File: src/rtl/ps_seq_pkg.sv
// Shared types and constants for the ps_sequencer fetch/decode/execute controller.
// FS code 5'h1F is reserved: ALU-class opcodes carrying it (e.g. IR=0x7E00) decode as illegal.
package ps_seq_pkg;

    localparam int CW_W  = 19;
    localparam int CW_DA = 16;
    localparam int CW_AA = 13;
    localparam int CW_BA = 10;
    localparam int CW_MB = 9;
    localparam int CW_FS = 4;
    localparam int CW_MD = 3;
    localparam int CW_RW = 2;
    localparam int CW_MW = 1;
    localparam int CW_PL = 0;

    localparam logic [6:0] OP_LD   = 7'b1000000;
    localparam logic [6:0] OP_ST   = 7'b1000001;
    localparam logic [6:0] OP_BRZ  = 7'b1100000;
    localparam logic [6:0] OP_BRN  = 7'b1100001;
    localparam logic [6:0] OP_JMP  = 7'b1100010;
    localparam logic [6:0] OP_HALT = 7'b1111111;

    localparam logic [4:0] FS_RSVD = 5'h1F;

    typedef enum logic [2:0] {
        S_IDLE,
        S_FETCH,
        S_DECODE,
        S_EXEC,
        S_MEM,
        S_HALT
    } state_t;

endpackage

File: src/rtl/ps_seq_decoder.sv
// Combinational IR decode: instruction class flags plus the full control word
// (RW/MW as they apply on completion, PL left for the sequencer to drive).
module ps_seq_decoder
    import ps_seq_pkg::*;
(
    input  logic [15:0]     i_ir,
    output logic [CW_W-1:0] o_cw,
    output logic            o_is_alu,
    output logic            o_is_ld,
    output logic            o_is_st,
    output logic            o_is_brz,
    output logic            o_is_brn,
    output logic            o_is_jmp,
    output logic            o_is_halt,
    output logic            o_is_illegal
);

    logic [6:0] w_op;
    assign w_op = i_ir[15:9];

    always_comb begin
        o_cw         = '0;
        o_is_alu     = 1'b0;
        o_is_ld      = 1'b0;
        o_is_st      = 1'b0;
        o_is_brz     = 1'b0;
        o_is_brn     = 1'b0;
        o_is_jmp     = 1'b0;
        o_is_halt    = 1'b0;
        o_is_illegal = 1'b0;

        if (!w_op[6]) begin
            if (w_op[4:0] == FS_RSVD) begin
                o_is_illegal = 1'b1;
            end else begin
                o_is_alu           = 1'b1;
                o_cw[CW_MB]        = w_op[5];
                o_cw[CW_FS +: 5]   = w_op[4:0];
                o_cw[CW_RW]        = 1'b1;
            end
        end else begin
            case (w_op)
                OP_LD: begin
                    o_is_ld     = 1'b1;
                    o_cw[CW_MD] = 1'b1;
                    o_cw[CW_RW] = 1'b1;
                end
                OP_ST: begin
                    o_is_st     = 1'b1;
                    o_cw[CW_MW] = 1'b1;
                end
                OP_BRZ:  o_is_brz     = 1'b1;
                OP_BRN:  o_is_brn     = 1'b1;
                OP_JMP:  o_is_jmp     = 1'b1;
                OP_HALT: o_is_halt    = 1'b1;
                default: o_is_illegal = 1'b1;
            endcase
        end

        if (!(o_is_illegal || o_is_halt)) begin
            o_cw[CW_DA +: 3] = i_ir[8:6];
            o_cw[CW_AA +: 3] = i_ir[5:3];
            o_cw[CW_BA +: 3] = i_ir[2:0];
        end
    end

endmodule

File: src/rtl/ps_sequencer.sv
// Multi-cycle fetch/decode/execute controller owning PC and IR.
// PS_SEQ_ILLEGAL_TRAP_EN: illegal opcodes halt in DECODE instead of executing as a NOP.
module ps_sequencer
    import ps_seq_pkg::*;
#(
    parameter int              PC_W     = 16,
    parameter logic [PC_W-1:0] RESET_PC = '0
) (
    input  logic            clk,
    input  logic            rst_n,
    input  logic            run,
    output logic            imem_req,
    output logic [PC_W-1:0] imem_addr,
    input  logic            imem_ack,
    input  logic [15:0]     imem_rdata,
    output logic            dmem_req,
    input  logic            dmem_ack,
    input  logic            flag_z,
    input  logic            flag_n,
    output logic [CW_W-1:0] cntrl_word,
    output logic [3:0]      bs_out,
    output logic [15:0]     lit_out,
    output logic [15:0]     inst_out,
    output logic [PC_W-1:0] pc_out,
    output logic            halted
);

    state_t          r_state, w_state_nxt;
    logic [PC_W-1:0] r_pc;
    logic [15:0]     r_ir;

    logic [CW_W-1:0] w_dec_cw;
    logic            w_is_alu, w_is_ld, w_is_st, w_is_brz, w_is_brn, w_is_jmp;
    logic            w_is_halt, w_is_illegal;
    logic            w_take;
    logic            w_idle;
    logic [PC_W-1:0] w_off;

    ps_seq_decoder u_dec (
        .i_ir         (r_ir),
        .o_cw         (w_dec_cw),
        .o_is_alu     (w_is_alu),
        .o_is_ld      (w_is_ld),
        .o_is_st      (w_is_st),
        .o_is_brz     (w_is_brz),
        .o_is_brn     (w_is_brn),
        .o_is_jmp     (w_is_jmp),
        .o_is_halt    (w_is_halt),
        .o_is_illegal (w_is_illegal)
    );

    // Offset {DR,SB} is 6-bit signed, added to the already-incremented PC.
    assign w_off  = {{(PC_W-6){r_ir[8]}}, r_ir[8:6], r_ir[2:0]};
    assign w_take = w_is_jmp | (w_is_brz & flag_z) | (w_is_brn & flag_n);
    assign w_idle = (r_state == S_IDLE);

    assign pc_out    = w_idle ? '0 : r_pc;
    assign imem_addr = w_idle ? '0 : r_pc;
    assign inst_out  = w_idle ? '0 : r_ir;
    assign bs_out    = w_idle ? '0 : r_ir[3:0];
    assign lit_out   = w_idle ? '0 : {13'd0, r_ir[2:0]};

    always_ff @(posedge clk or negedge rst_n) begin
        if (!rst_n) begin
            r_state <= S_IDLE;
            r_pc    <= RESET_PC;
            r_ir    <= '0;
        end else begin
            r_state <= w_state_nxt;
            if (r_state == S_FETCH && imem_ack) begin
                r_ir <= imem_rdata;
                r_pc <= r_pc + PC_W'(1);
            end else if (r_state == S_EXEC && w_take) begin
                r_pc <= r_pc + w_off;
            end
        end
    end

    always_comb begin
        w_state_nxt = r_state;
        imem_req    = 1'b0;
        dmem_req    = 1'b0;
        halted      = 1'b0;
        cntrl_word  = '0;

        case (r_state)
            S_IDLE: begin
                if (run) w_state_nxt = S_FETCH;
            end
            S_FETCH: begin
                imem_req = 1'b1;
                if (imem_ack) w_state_nxt = S_DECODE;
            end
            S_DECODE: begin
`ifdef PS_SEQ_ILLEGAL_TRAP_EN
                w_state_nxt = (w_is_halt || w_is_illegal) ? S_HALT : S_EXEC;
`else
                w_state_nxt = w_is_halt ? S_HALT : S_EXEC;
`endif
            end
            S_EXEC: begin
                w_state_nxt = run ? S_FETCH : S_IDLE;
                if (w_is_illegal) begin
                    cntrl_word = '0;
                end else if (w_is_ld || w_is_st) begin
                    // Register write / store strobe wait for the data ack in MEM.
                    cntrl_word        = w_dec_cw;
                    cntrl_word[CW_RW] = 1'b0;
                    cntrl_word[CW_MW] = 1'b0;
                    w_state_nxt       = S_MEM;
                end else if (w_is_alu) begin
                    cntrl_word = w_dec_cw;
                end else if (w_is_brz || w_is_brn || w_is_jmp) begin
                    cntrl_word        = w_dec_cw;
                    cntrl_word[CW_PL] = w_take;
                end
            end
            S_MEM: begin
                dmem_req          = 1'b1;
                cntrl_word        = w_dec_cw;
                cntrl_word[CW_RW] = w_dec_cw[CW_RW] & dmem_ack;
                cntrl_word[CW_MW] = w_dec_cw[CW_MW] & dmem_ack;
                if (dmem_ack) w_state_nxt = run ? S_FETCH : S_IDLE;
            end
            S_HALT: begin
                halted = 1'b1;
            end
            default: begin
                w_state_nxt = S_IDLE;
            end
        endcase
    end

endmodule

File: config.mk
export PLATFORM = sky130hd
export DESIGN_NAME = ps_sequencer
export DESIGN_NICKNAME = d
export VERILOG_FILES = /design/src/rtl/ps_seq_pkg.sv /design/src/rtl/ps_seq_decoder.sv /design/src/rtl/ps_sequencer.sv
export SDC_FILE = /design/constraint.sdc
export NUM_CORES = 1
export LEC_CHECK = 0
export BUFFER_PORTS_ARGS = -buffer_cell sky130_fd_sc_hd__buf_2
export CAP_MARGIN = 5
export CORE_MARGIN = 5
export CORE_UTILIZATION = 45
export DETAILED_ROUTE_END_ITERATION = 16
export HOLD_SLACK_MARGIN = 0.02
export PLACE_DENSITY = 0.81
export SYNTH_ARGS = -nofsm -noshare
export SYNTH_HDL_FRONTEND = slang
export SYNTH_SLANG_ARGS = --single-unit
File: constraint.sdc
create_clock -name clk -period 3.28 [get_ports clk]
set_clock_uncertainty 0.05 [all_clocks]
set_input_delay 0.164 -clock clk [delete_from_list [all_inputs] [get_ports clk]]
set_output_delay 0.164 -clock clk [all_outputs]
set_load 0.1 [all_outputs]
; ---- Word-level counts from Yosys, hierarchy flattened
; Cells that the tools add are included.
[totals]
register_bits = 35
in_bits = 23
output_inout_bits = 90
word_cells = 82
[classes]
add_sub_neg = 2
eq_ne = 15
n_mux = 45
bitwise_logic = 7
n_reduce_logical = 10
[ops]
columns = op, count
row1 = $mux W19, 4
row2 = $mux W16, 4
row3 = $eq A7 B7 Y1 const B, 6
row4 = $pmux W19 S2, 1
row5 = $mux W1, 23
row6 = $mux W3, 7
row7 = $pmux W3 S6, 1
row8 = $add A16 B1 Y16 const B, 1
row9 = $add A16 B16 Y16, 1
row10 = $mux W6, 2
row11 = $mux W9, 1
row12 = $eq A3 B2 Y1 const B, 2
row13 = $eq A3 B3 Y1 const B, 2
row14 = $ne A2 B2 Y1 const B, 3
row15 = $reduce_or A6 Y1, 1
row16 = $eq A5 B5 Y1 const B, 1
row17 = $and A1 B1 Y1, 4
row18 = $logic_or A1 B1 Y1, 4
row19 = $mux W4, 1
row20 = $reduce_and A4 Y1, 1
row21 = $eq A3 B1 Y1 const B, 1
row22 = $logic_not A3 Y1, 1
row23 = $logic_and A1 B1 Y1, 2
row24 = $mux W2, 1
row25 = 3 further kinds, 4

; ---- Depth between registers and ports, before layout
[depth]
ltp_word = 11
mapped_depth = 14
mapped_depth_nobuf = 11

; ---- Cells and area by module
; From an unflattened synthesis, not the netlist that was laid out.
[unflattened]
cells_unflattened = 377
hier_area_um2 = 3118.0
[modules_own_cells]
columns = mod, instances, cells_per_inst, area_each_um2
row1 = ps_sequencer, 1, 321, 2663.8
row2 = ps_seq_decoder, 1, 56, 454.2

; ---- Least setup slack after synthesis
; OpenSTA, ideal clock, no wires.
[synth_path]
path_kind = reg2out
from = reg r_state[1]
to = out cntrl_word[8]
arrival_time_ps = 4784
required_time_ps = 3066
path_slack_ps = -1718
stages_incl_launch_ff = 7
path_buffers = 1
cell_sequence = dfrtp_1 > buf_4 > nor2_1 > nand2_1 > inv_1 > nor2_1 > nor4b_1
[synth_between]
elab_chain_len = 2
[synth_rtl]
columns = element, line_no
row1 = "start, declared", ps_sequencer.sv:28  ; state_t r_state, w_state_nxt;
row2 = "start signal, assigned", ps_sequencer.sv:69  ; r_state <= w_state_nxt;
row3 = $eq A3 B3 Y1 or $eq A3 B2 Y1 (tied branches), ps_sequencer.sv:86  ; case (r_state)
row4 = $pmux W19 S2 (*), ps_sequencer.sv:86
row5 = "end, declared", ps_sequencer.sv:20  ; output logic [CW_W-1:0] cntrl_word,
; Mark *: on every way between the ends. The rest lies on a longest branch, timed or not.

; ---- Worst setup path after layout
[layout_path]
from = reg r_state[2]
to = reg r_pc[8]
[layout_between]
elab_chain_len = 3
[layout_rtl]
columns = element, line_no
row1 = $eq A3 B1 Y1 or $eq A3 B2 Y1 (tied branches), "ps_sequencer.sv:70, ps_sequencer.sv:73"
row2 = $logic_and A1 B1 Y1 (on tied branches), "ps_sequencer.sv:70, ps_sequencer.sv:73"
row3 = $mux W16 or $reduce_bool A2 Y1 (tied branches), -
row4 = "end signal, assigned", ps_sequencer.sv:72  ; r_pc <= r_pc + PC_W'(1);
row5 = "end signal, assigned", ps_sequencer.sv:74  ; r_pc <= r_pc + w_off;
row6 = "end, declared", ps_sequencer.sv:29  ; logic [PC_W-1:0] r_pc;
; Parallel ways exist; a longest one is shown, timed or not.
; A chain may end at the register's enable or synchronous reset.

==> metrics.md <==
| Metric | Value |
|---|---|
| Maximum capacitance violations | `0` |
| Fraction of the yosys area taken by sequential cells | `between 20% and 30%` |
| Clock network latency to the later pin of the worst-skew pair | `just under 0.3 ns` |
| Total of buffers placed on input and output ports | `99` |
| Endpoint of the worst hold path | `r_ir[8]$_DFFE_PN0P_` |
| Distinct cell type count of the synthesized netlist | `60` |
| TritonCTS clock tree | `done` |
| Aggregate routed wire length | `7.319 mm` |
| Max-slew violation count | `0` |
| Post-detailed-route count of antenna-violating nets | `0` |
| Worst hold path cell count | `3` |
| Prevailing post-synth register cell | `sky130_fd_sc_hd__dfrtp_1` |
| First-pass GRT wire length | `roughly 12 mm` |
| Largest net degree at the start of global routing | `36` |
| Critical Path Fanout Max | `15` |
| Relative area change from synthesis to final layout | `16.36%` |
| Register-to-register path setup slack | `approximately 0.23 ns` |
| Crit Path Class | `register to register` |
| Kind of launch point of the worst setup path | `register` |
| GR Overflow Total | `0` |
| Worst Max-Slew Pin Slew | `0.7826 ns` |
| Share of final-layout standard cells stronger than drive strength 1 | `36.39%` |
| Critical path cell sequence | `nor2b_1, and2_4, or2_2, ha_1, fa_1, a21oi_1, o22ai_1, nor2_1, o21ai_0, xor2_1, mux2_2` |
| Final period utilization | `92.87%` |
| Count of nets after finishing | `443` |
| Clock slew seen by the registers of the worst setup and hold paths | `0.07 ns` |
| Antenna diode instance count | `0` |
| Worst Path Arrival | `3.17 ns` |
| Total number of clock tree sinks | `35` |
| Vias in the first global route | `2506` |
| CP Data Required Time | `3.40 ns` |
| Number of buffers added by the clock tree synthesis step | `5` |
| Share of synthesized flip-flops with an asynchronous set or reset | `100.0%` |
| Post-synth EDFFs | `0` |
| Commonest non-fill, non-tap cell in the layout | `sky130_fd_sc_hd__buf_2` |
| Die X-Extent | `between 90 and 100 um` |
| Placeable Area | `6350 um2` |
| Routability congestion estimate | `~0.90` |
| DRC violation count after routing | `0` |
| Tmin final | `3.046 ns` |
| Final core occ | `53.54%` |
| Final hold violations | `0` |
| Total of flip-flops plus latches after synthesis | `35` |
| Maximum single-stage delay on the critical path | `0.50 ns` |
| Initial core utilization | `46.01%` |
| Max Clk Rate | `328.3 MHz` |
| Commonest cells after routing, fill and taps aside | `99 x sky130_fd_sc_hd__buf_2, 35 x sky130_fd_sc_hd__dfrtp_1, 34 x sky130_fd_sc_hd__nor2b_1` |
| Final HPWL from detailed placement | `about 5.8 mm` |
| Cell count after synthesis | `329` |
| First drt pass iteration count | `4` |
| Critical R2R Capture | `r_pc[8]$_DFFE_PN0P_` |
| Worst Hold Class | `input port to register` |
| Worst-case clock buffer depth | `2` |
| Std-Cell Rows | `29` |
| Die area | `8204 um2` |
| Post-Syn Area | `2922 um2` |
| Hold path start | `imem_rdata[8]` |
| Number of violations reported at the end of detailed-routing iteration 0 | `around 120` |
| H-tree Lvls | `2` |
| Synthesis warning total | `0` |
| Run status | `finished clean` |
| Post-detailed-route via-to-cell ratio | `5.204` |
| Max_slew headroom | `47.63%` |
| Min Hold Slack | `0.04185 ns` |
| IO Count | `around 110` |
| Path depth of the worst reg2reg path | `11` |
| Overall Global Routing Usage | `approximately 18%` |
| Root buffer selected by CTS | `sky130_fd_sc_hd__clkbuf_8` |
| Endpoint class of the critical path | `register` |
| Total setup buffers inserted after CTS | `0` |
| Final sum of negative setup slack | `0 ns` |
| R2R Path Start | `r_state[2]$_DFFE_PN0P_` |
| Number of inserted filler cells in the final layout | `605` |
| Number of antenna violations at the first check in global routing | `0` |
| Setup violation total in the final timing report | `0` |
| Vert. Die Dim | `between 90 and 100 um` |
| Routed vias | `roughly 2500` |
| Post-Syn Area per Cell | `8.880 um2` |
| Highest-delay cell along the critical path | `sky130_fd_sc_hd__dfrtp_1` |
| Average routed wire per standard cell | `roughly 15 um` |
-- layer usage --
metal  global-route usage, %  part of all wire [%]  wire [um]
met5                       0                     0          0
met4                   4.963                   1.4        100
met3                   4.417                   6.9        508
met2                   30.81                    50       3651
met1                   22.29                    42       3059
-- area by class of cell --
| cell class | instances | area, um2 | share of cell area (%) |
|---|---|---|---|
| Clock buffer | 6 | 82.58 | 2.429 |
| Inverter | 10 | 37.54 | 1.104 |
| Tap cell | 77 | 96.34 | 2.834 |
| Sequential cell | 35 | 875.8 | 25.76 |
| Multi-Input combinational cell | 247 | 1759 | 51.75 |
| Timing Repair Buffer | 105 | 543.0 | 15.97 |
| Clock inverter | 1 | 5.005 | 0.1472 |
-- synthesized netlist by cell type, types with 2 or more instances --
library cell / n / area (um2)
sky130_fd_sc_hd__o21ai_0: 20 / 100.1
sky130_fd_sc_hd__o21ai_1: 6 / 30.03
sky130_fd_sc_hd__buf_6: 3 / 33.78
sky130_fd_sc_hd__buf_2: 4 / 20.02
sky130_fd_sc_hd__xnor2_1: 5 / 43.79
sky130_fd_sc_hd__nor2_1: 10 / 37.54
sky130_fd_sc_hd__xor2_1: 9 / 78.83
sky130_fd_sc_hd__buf_4: 38 / 285.3
sky130_fd_sc_hd__o22ai_1: 2 / 12.51
sky130_fd_sc_hd__dfrtp_1: 35 / 875.8
sky130_fd_sc_hd__o211ai_1: 2 / 15.01
sky130_fd_sc_hd__a21o_1: 5 / 37.54
sky130_fd_sc_hd__inv_1: 9 / 33.78
sky130_fd_sc_hd__mux2_2: 12 / 135.1
sky130_fd_sc_hd__nor4_1: 2 / 12.51
sky130_fd_sc_hd__and2_1: 15 / 93.84
sky130_fd_sc_hd__ha_1: 15 / 187.7
sky130_fd_sc_hd__clkbuf_1: 4 / 15.01
sky130_fd_sc_hd__nor3_2: 2 / 20.02
sky130_fd_sc_hd__nor2b_1: 34 / 212.7
sky130_fd_sc_hd__nor3_1: 6 / 30.03
sky130_fd_sc_hd__nand2b_1: 2 / 12.51
sky130_fd_sc_hd__and4_1: 2 / 17.52
sky130_fd_sc_hd__a21oi_1: 14 / 70.07
sky130_fd_sc_hd__nand3_1: 7 / 35.03
sky130_fd_sc_hd__nand2_1: 32 / 120.1
-- repair_timing --
| item | 4_1_cts | 5_1_grt |
|---|---|---|
| endpoints found under the hold margin | 35 | 0 |
| gates resized for setup | 0 | 2 |
| endpoints found under the setup margin | 0 | 2 |
| hold buffers | 1 | 0 |
-- sequential cells by signal, summed over array words and instances, names as in the netlist --
register / count
r_state: 3
r_pc: 16
r_ir: 16
-- stage by stage --
step                      setup slack [ns]  area, um2  cells
after CTS                           0.2366       3393    481
final                               0.2339       3400    481
after floorplan                    -0.4180       3015    341
after global placement              0.3331       3296    473
after detailed placement            0.2553       3296    473
after global routing             -0.001957       3400    481
-- worst max-delay path by stage --
stage | start | to | slack (ns) | cells past startpoint
2_1_floorplan | r_state[1]$_DFFE_PN0P_ | cntrl_word[8] | -0.42 | 6
3_3_place_gp | r_state[0]$_DFFE_PN0P_ | r_pc[8]$_DFFE_PN0P_ | 0.33 | 11
3_5_place_dp | r_state[0]$_DFFE_PN0P_ | r_pc[8]$_DFFE_PN0P_ | 0.26 | 11
4_1_cts | r_state[2]$_DFFE_PN0P_ | r_pc[8]$_DFFE_PN0P_ | 0.24 | 11
5_1_grt | r_state[0]$_DFFE_PN0P_ | r_pc[14]$_DFFE_PN0P_ | -0.002 | 11
6_report | r_state[2]$_DFFE_PN0P_ | r_pc[8]$_DFFE_PN0P_ | 0.23 | 11
-- kinds of logic (layout without fill, tap and decap cells) --
group / count (synthesis) / after routing / share of synthesized area [%]
buf+inv: 59 / 122 / 13.40
fa+ha+maj: 16 / 16 / 7.109
flops: 35 / 35 / 29.98
simple gates: 125 / 125 / 24.41
mux: 12 / 12 / 4.625
xor+xnor: 14 / 14 / 4.197
compound gates: 67 / 67 / 16.15
other cells: 1 / 13 / 0.1284
-- worst max-delay path: cells and delay by family (launching register included) --
| kind | cells | cell delay (ns) |
|---|---|---|
| and+or+nand+nor | 4 | 0.78 |
| muxes | 1 | 0.26 |
| DFF | 1 | 0.50 |
| AOI/OAI and AO/OA | 3 | 0.56 |
| adders and majority gates | 2 | 0.63 |
| xor gates and xnor gates | 1 | 0.15 |
Power is left out: the tool's default activity adds up to more than one toggle a clock period on the data nets, which glitch-free logic cannot reach.
